File: src/rtl/id_ex_operand_stage.sv
// ID/EX pipeline register with EX-stage RAW forwarding from EX/MEM and MEM/WB.
// It drives the ALU operands directly and detects load-use hazards, inserting one bubble.
module id_ex_operand_stage #(
  parameter int DATA_WIDTH = 32,
  parameter int REG_AW     = 5
) (
  input  logic                  clk,
  input  logic                  reset,
  input  logic                  stall,
  input  logic                  flush,
  input  logic                  id_valid,
  input  logic [DATA_WIDTH-1:0] id_pc,
  input  logic [DATA_WIDTH-1:0] id_rs1_data,
  input  logic [DATA_WIDTH-1:0] id_rs2_data,
  input  logic [DATA_WIDTH-1:0] id_imm,
  input  logic [REG_AW-1:0]     id_rs1,
  input  logic [REG_AW-1:0]     id_rs2,
  input  logic [REG_AW-1:0]     id_rd,
  input  logic [3:0]            id_alu_op,
  input  logic                  id_alu_src,
  input  logic                  id_use_pc,
  input  logic                  id_reg_write,
  input  logic                  id_mem_read,
  input  logic                  id_mem_write,
  input  logic [REG_AW-1:0]     exmem_rd,
  input  logic                  exmem_reg_write,
  input  logic [DATA_WIDTH-1:0] exmem_result,
  input  logic [REG_AW-1:0]     memwb_rd,
  input  logic                  memwb_reg_write,
  input  logic [DATA_WIDTH-1:0] memwb_result,
  output logic                  load_use_stall,
  output logic [DATA_WIDTH-1:0] alu_in_1,
  output logic [DATA_WIDTH-1:0] alu_in_2,
  output logic [3:0]            alu_op,
  output logic                  ex_valid,
  output logic [DATA_WIDTH-1:0] ex_pc,
  output logic [REG_AW-1:0]     ex_rd,
  output logic                  ex_reg_write,
  output logic                  ex_mem_read,
  output logic                  ex_mem_write,
  output logic [DATA_WIDTH-1:0] ex_store_data
);

  logic                  valid_q;
  logic [DATA_WIDTH-1:0] pc_q;
  logic [DATA_WIDTH-1:0] rs1_data_q;
  logic [DATA_WIDTH-1:0] rs2_data_q;
  logic [DATA_WIDTH-1:0] imm_q;
  logic [REG_AW-1:0]     rs1_q;
  logic [REG_AW-1:0]     rs2_q;
  logic [REG_AW-1:0]     rd_q;
  logic [3:0]            alu_op_q;
  logic                  alu_src_q;
  logic                  use_pc_q;
  logic                  reg_write_q;
  logic                  mem_read_q;
  logic                  mem_write_q;

  logic                  hazard;
  logic [DATA_WIDTH-1:0] fwd_rs1;
  logic [DATA_WIDTH-1:0] fwd_rs2;

  // A bubble and a reset load the same all-zero contents.
  task automatic clear_regs();
    valid_q     <= 1'b0;
    pc_q        <= '0;
    rs1_data_q  <= '0;
    rs2_data_q  <= '0;
    imm_q       <= '0;
    rs1_q       <= '0;
    rs2_q       <= '0;
    rd_q        <= '0;
    alu_op_q    <= 4'h0;
    alu_src_q   <= 1'b0;
    use_pc_q    <= 1'b0;
    reg_write_q <= 1'b0;
    mem_read_q  <= 1'b0;
    mem_write_q <= 1'b0;
  endtask

  always_ff @(posedge clk) begin
    if (reset || flush || (!stall && load_use_stall)) begin
      clear_regs();
    end else if (!stall) begin
      valid_q     <= id_valid;
      pc_q        <= id_pc;
      rs1_data_q  <= id_rs1_data;
      rs2_data_q  <= id_rs2_data;
      imm_q       <= id_imm;
      rs1_q       <= id_rs1;
      rs2_q       <= id_rs2;
      rd_q        <= id_rd;
      alu_op_q    <= id_alu_op;
      alu_src_q   <= id_alu_src;
      use_pc_q    <= id_use_pc;
      reg_write_q <= id_valid & id_reg_write;
      mem_read_q  <= id_valid & id_mem_read;
      mem_write_q <= id_valid & id_mem_write;
    end
  end

  assign hazard = valid_q & mem_read_q & (rd_q != '0) & id_valid &
                  (((id_rs1 == rd_q) & !id_use_pc) |
                   ((id_rs2 == rd_q) & (!id_alu_src | id_mem_write)));
  assign load_use_stall = hazard & !stall & !flush;

  // EX/MEM is the younger producer, so it is checked first; x0 never matches.
  always_comb begin
    fwd_rs1 = rs1_data_q;
    if (exmem_reg_write && exmem_rd != '0 && exmem_rd == rs1_q)
      fwd_rs1 = exmem_result;
    else if (memwb_reg_write && memwb_rd != '0 && memwb_rd == rs1_q)
      fwd_rs1 = memwb_result;
  end

  always_comb begin
    fwd_rs2 = rs2_data_q;
    if (exmem_reg_write && exmem_rd != '0 && exmem_rd == rs2_q)
      fwd_rs2 = exmem_result;
    else if (memwb_reg_write && memwb_rd != '0 && memwb_rd == rs2_q)
      fwd_rs2 = memwb_result;
  end

  assign alu_in_1      = use_pc_q  ? pc_q  : fwd_rs1;
  assign alu_in_2      = alu_src_q ? imm_q : fwd_rs2;
  assign ex_store_data = fwd_rs2;
  assign alu_op        = alu_op_q;
  assign ex_valid      = valid_q;
  assign ex_pc         = pc_q;
  assign ex_rd         = rd_q;
  assign ex_reg_write  = valid_q & reg_write_q;
  assign ex_mem_read   = valid_q & mem_read_q;
  assign ex_mem_write  = valid_q & mem_write_q;

endmodule

File: config.mk
export PLATFORM = sky130hd
export DESIGN_NAME = id_ex_operand_stage
export DESIGN_NICKNAME = d
export VERILOG_FILES = /design/src/rtl/id_ex_operand_stage.sv
export SDC_FILE = /design/constraint.sdc
export NUM_CORES = 1
export LEC_CHECK = 0
export BUFFER_PORTS_ARGS = -buffer_cell sky130_fd_sc_hd__buf_2
export CORE_AREA = 2 2 145 147
export CTS_CLUSTER_SIZE = 14
export DETAILED_ROUTE_END_ITERATION = 10
export DIE_AREA = 0 0 147 149
export PLACE_DENSITY = 0.7
export SETUP_SLACK_MARGIN = 0.3
export SLEW_MARGIN = 20
export SYNTH_ARGS = -nofsm -noshare
export SYNTH_HDL_FRONTEND = slang
export SYNTH_SLANG_ARGS = --single-unit
File: constraint.sdc
create_clock -name clk -period 3.4 [get_ports clk]
set_input_delay 0.51 -clock clk [delete_from_list [all_inputs] [get_ports clk]]
set_output_delay 0.51 -clock clk [all_outputs]
set_load 0.01 [all_outputs]
## Word-level counts from Yosys, hierarchy flattened

Cells that the tools add are included.
Widths: inputs -> output; s select.

- Div/mod/pow operators: 0
- Bitwise logic cells: 15
- $lt $le $gt $ge: 0
- Multiply operators: 0
- Reduce and logical (&&, ||, !) cells: 16
- Multiplexer cells: 6
- Eq/ne operators: 6
- Shift operators: 0
- Add/sub/neg operators: 0

Operators by type and width:

| operator | number |
|---|---|
| $mux 32 | 6 |
| $eq 5x5->1 | 6 |
| $reduce_bool 5->1 | 3 |
| $and 1x1->1 | 13 |
| $logic_and 1x1->1 | 7 |
| $logic_not 1->1 | 4 |
| $logic_or 1x1->1 | 2 |
| $or 1x1->1 | 2 |

- Bits in latches: 0
- Flip-flop bits (word level): 153
- Memory bits (writable): 0
- Memory bits (read-only): 0
- Output and inout bits: 142
- Input port bits: 233
- Memories kept: 0

## Longest topological paths before layout

- Depth in word-level cells: 9
- Gate-level depth with buffers: 7

## Least setup slack after synthesis

OpenSTA, ideal clock, no wires.

- Path type: input-to-output
- Start: in exmem_rd[1]
- End: out alu_in_2[26]
- Required time: 2.890 ns
- Path slack: 0.696 ns
- Buffers on the path: 2
- Arrival: 2.194 ns
- Stages on the path: 7
- Cells stage by stage: or4_1 -> o211ai_1 -> or2_2 -> clkbuf_1 -> clkbuf_1 -> nor3_1 -> a221oi_1

- Word-level cells in the longest chain between the ends: 5

RTL lines:

| item | RTL line | text |
|---|---|---|
| start: declaration | 25 | `input logic [REG_AW-1:0] exmem_rd,` |
| $reduce_bool 5->1 | 118 | `if (exmem_reg_write && exmem_rd != '0 && exmem_rd == rs2_q)` |
| $logic_and 1x1->1 | 118 |  |
| $logic_and 1x1->1 (*) | 118 |  |
| $mux 32 (*) | 118 |  |
| $mux 32 (*) | 125 | `assign alu_in_2 = alu_src_q ? imm_q : fwd_rs2;` |
| end: declaration | 33 | `output logic [DATA_WIDTH-1:0] alu_in_2,` |

Mark *: on every way between the ends. The rest lies on a longest branch, timed or not.

## Worst setup path after layout

- Start: reg rs1_q[2]
- End: out alu_in_1[22]

- Word-level cells in the longest chain between the ends: 5

RTL lines:

| item | RTL line | text |
|---|---|---|
| start: declaration | 49 | `logic [REG_AW-1:0] rs1_q;` |
| start signal: assignment | 90 | `rs1_q <= id_rs1;` |
| $eq 5x5->1 | 112 | `else if (memwb_reg_write && memwb_rd != '0 && memwb_rd == rs1_q)` |
| $logic_and 1x1->1 | 112 |  |
| $mux 32 | 112 |  |
| $mux 32 (*) | 110 | `if (exmem_reg_write && exmem_rd != '0 && exmem_rd == rs1_q)` |
| $mux 32 (*) | 124 | `assign alu_in_1 = use_pc_q ? pc_q : fwd_rs1;` |
| end: declaration | 32 | `output logic [DATA_WIDTH-1:0] alu_in_1,` |

Marked as above.

==> impl_results.md <==
- Storage cell area: 3065 sq um
- Synth cell count leaders: nor2_1, mux2i_1, dfxtp_1
- ANT nets after route: 0
- Chip Height: 149 um
- Mean Syn Cell Area: around 8.3 sq um
- Fillers: 2001
- LEAKAGE: 5.400 nW
- Synthesis-to-layout area growth: 35.50%
- Worst Tran Pin Value: ~1.0 ns
- CP Data Required Time: 2.89 ns
- Most common cell in the netlist: nor2_1
- Crit Path Max Fanout: 32
- Mapped Cells: 962
- Post-DP HPWL: about 25000 um
- R2r startpoint: ex_rd[4]
- Clock Tree Buf Depth: 2
- Initial core utilization: 39.04%
- Core area: 20560 sq um
- Synthesized area: 8025 sq um
- Hold path start: id_rs2_data[29]
- Clk_lat worst skew: 0.43 ns
- Post-synth ARST share: 0%
- MaxCap Viol Count: 0
- Detailed Routing Iterations Pass 1: 5
- Reg-to-reg endpoint: ex_pc[13]
- Critical Path Max Stage Delay: 0.40 ns
- CTS tree: done
- Clock slew at reported path FFs: 0.07 ns
- Layout Nets: between 1500 and 2000
- Critical path launch point type: flop
- Sequential share of the synthesized area: between 30% and 40%
- Proportion of layout cells with a drive suffix above 1: between 30 and 40%
- 1st-iter DRT viols: 419
- DR WL/cell: 20.69 um
- RSZ-0062 raised after global routing: false
- Syn nets: 1195
- Cts bufs inserted: 17
- Vias: 8599
- Post-synth EDFFs: 0
- Total routed wirelength: 32890 um
- Global-route wire length before repair: ~47000 um
- Final period utilization: 87.76%
- Final Cell Area: 10870 sq um
- Buf+Inv Stages, Crit Path: 2
- Largest net degree at the start of global routing: 83
- Die Span X: roughly 150 um
- Crit-path slowest cell: nor4_4
- Status: completed
- Arrival time worst endpoint: 2.47 ns
- Area of the multi-input gates: 4676 sq um
- Setup-failing EPs final: 0
- FF+latch count, synth: 153
- Routed vias/inst: between 5 and 6
- # clock sinks: 153
- Gp weighted congestion: 0.9072
- CTS root buf: clkbuf_16
- Pwr/cell area: 423.1 nW/um^2
- Top Family by Delay on Critical Path: simple AND/OR/NAND/NOR gates
- Slew HR: 31.52%
- Power, Total: 0.004601 W
- Leading area contributor after synthesis: dfxtp_1
- Row count: 53
- Num ports: between 300 and 400
- DRC errors left: 0
- Worst hold-check path type: primary input to flop
- Top cell type's share of synthesized area: 38.17%
- Top FF cell, synth: dfxtp_1
- Setup CP Type: flop to primary output
- Peak supply drop: 0.3275 mV
- CTS Hold Buffers Added: 0
- Max-slew violation count: 0
- Full die area: 21900 sq um
- Crit-path cells: xor2_1, nor4_4, buf_6, and2_1, a221oi_1, o31ai_2, buf_2
- Antenna violations before repair: 10
- Synth cell types: 27
- Vias in the first global route: 8246
- Overflow left after global routing: 0
- Fmax: 335.1 MHz
- Worst Skew: 0.01719 ns
- Setup TNS: 0 ns
- Setup slack after layout: approximately 0.42 ns
- Synth top area cells: dfxtp_1, mux2i_1, nor2_1, a221oi_1, o31ai_1
- Hold path depth: 3
- Reg2reg setup slack: 0.95 ns
- Hold Fails Final Rpt: 0
- Yosys warnings: 0
- Pre-CTS setup slack: 0.1840 ns
- I/O Buffers: 374
- DP Area: 10190 sq um
- Fin crit period: 2.984 ns
- Htree depth: 4
- Hold endpoint: rs2_data_q[29]
- Crit. End Element: primary output
- Total GRT Usage: 28.72%
- Worst R2R Path Depth: 6
## cell type report
class,count,share of cell area (%)
Multi-Input combinational cell,716,43.00
Sequential cell,153,28.19
Timing Repair Buffer,397,19.69
Clock buffer,17,3.912
Tap cell,275,3.164
Clock inverter,14,1.496
Inverter,12,0.4142
Antenna cell,6,0.1381
## logic make-up after synthesis
logic type	Yosys count	share of synthesized area, %
AO/OA/AOI/OAI	139	13.63
XOR/XNOR	29	3.165
buffers and inverters	93	4.584
flip-flops	153	38.17
multiplexers	158	19.71
AND/OR/NAND/NOR	390	20.75
## state kept, by name (all words and copies together) (netlist names)
name and flops:
rs2_q 5, rs1_q 5, rs2_data_q 32, ex_pc 32, ex_valid 1, mem_write_q 1
reg_write_q 1, alu_op 4, mem_read_q 1, rs1_data_q 32, imm_q 32, use_pc_q 1
ex_rd 5, alu_src_q 1
## worst min-delay path: stages
cell	delay, ns
buf_2	0.08
mux2i_1	0.05
nor2_1	0.07
## worst max-delay path by stage
stage,startpoint,end,slack [ns],cells after the start
after global placement,memwb_rd[2],alu_in_2[0],0.24,7
final,rs1_q[2],alu_in_1[22],0.42,7
after detailed placement,memwb_rd[2],alu_in_2[1],0.18,7
after floorplan,exmem_rd[1],alu_in_2[26],0.70,7
after CTS,rs1_q[2],alu_in_1[22],0.32,7
after global routing,exmem_rd[1],alu_in_2[8],0.32,8
## per-stage QoR
| stage | hold WS, ns | std cells | utilization, % |
|---|---|---|---|
| 4_1_cts | 0.3021 | 1583 | 52.52 |
| 5_1_grt | 0.2998 | 1587 | 52.86 |
| 3_5_place_dp | 0.4824 | 1552 | 49.57 |
| 6_report | 0.3133 | 1590 | 52.90 |
| 2_1_floorplan | 0.4627 | 962 | - |
| 3_3_place_gp | 0.4718 | 1552 | 49.57 |
## power by group
part	total, W	switching [W]	internal [W]
clock	0.00195	0.000850	0.00110
combinational	0.000754	0.000419	0.000335
sequential	0.00190	0.0000472	0.00185
## repair_timing
item                       in CTS  in global routing
setup buffers                   0                  0
hold endpoints to repair        0                  0
resized for setup               5                 10
cloned                          0                  1
setup endpoints to repair      54                 49
## layer usage
layer	GRT usage (%)	wire, um	vias up
met5	0	43	-
met4	15.10	1637	6
met3	8.012	2654	89
met2	53.83	17080	417
met1	29.05	11480	4027
li1	-	-	4060
## placed cells by master (no fill, tap or decap), types with 18 or more instances in the layout
master,n
a221oi_1,48
and2_1,22
and3_1,37
buf_2,373
clkbuf_16,18
dfxtp_1,151
mux2i_1,158
nand2_1,59
nor2_1,244
o31ai_1,54
xor2_1,18
Power figures use the tool's default switching activity.
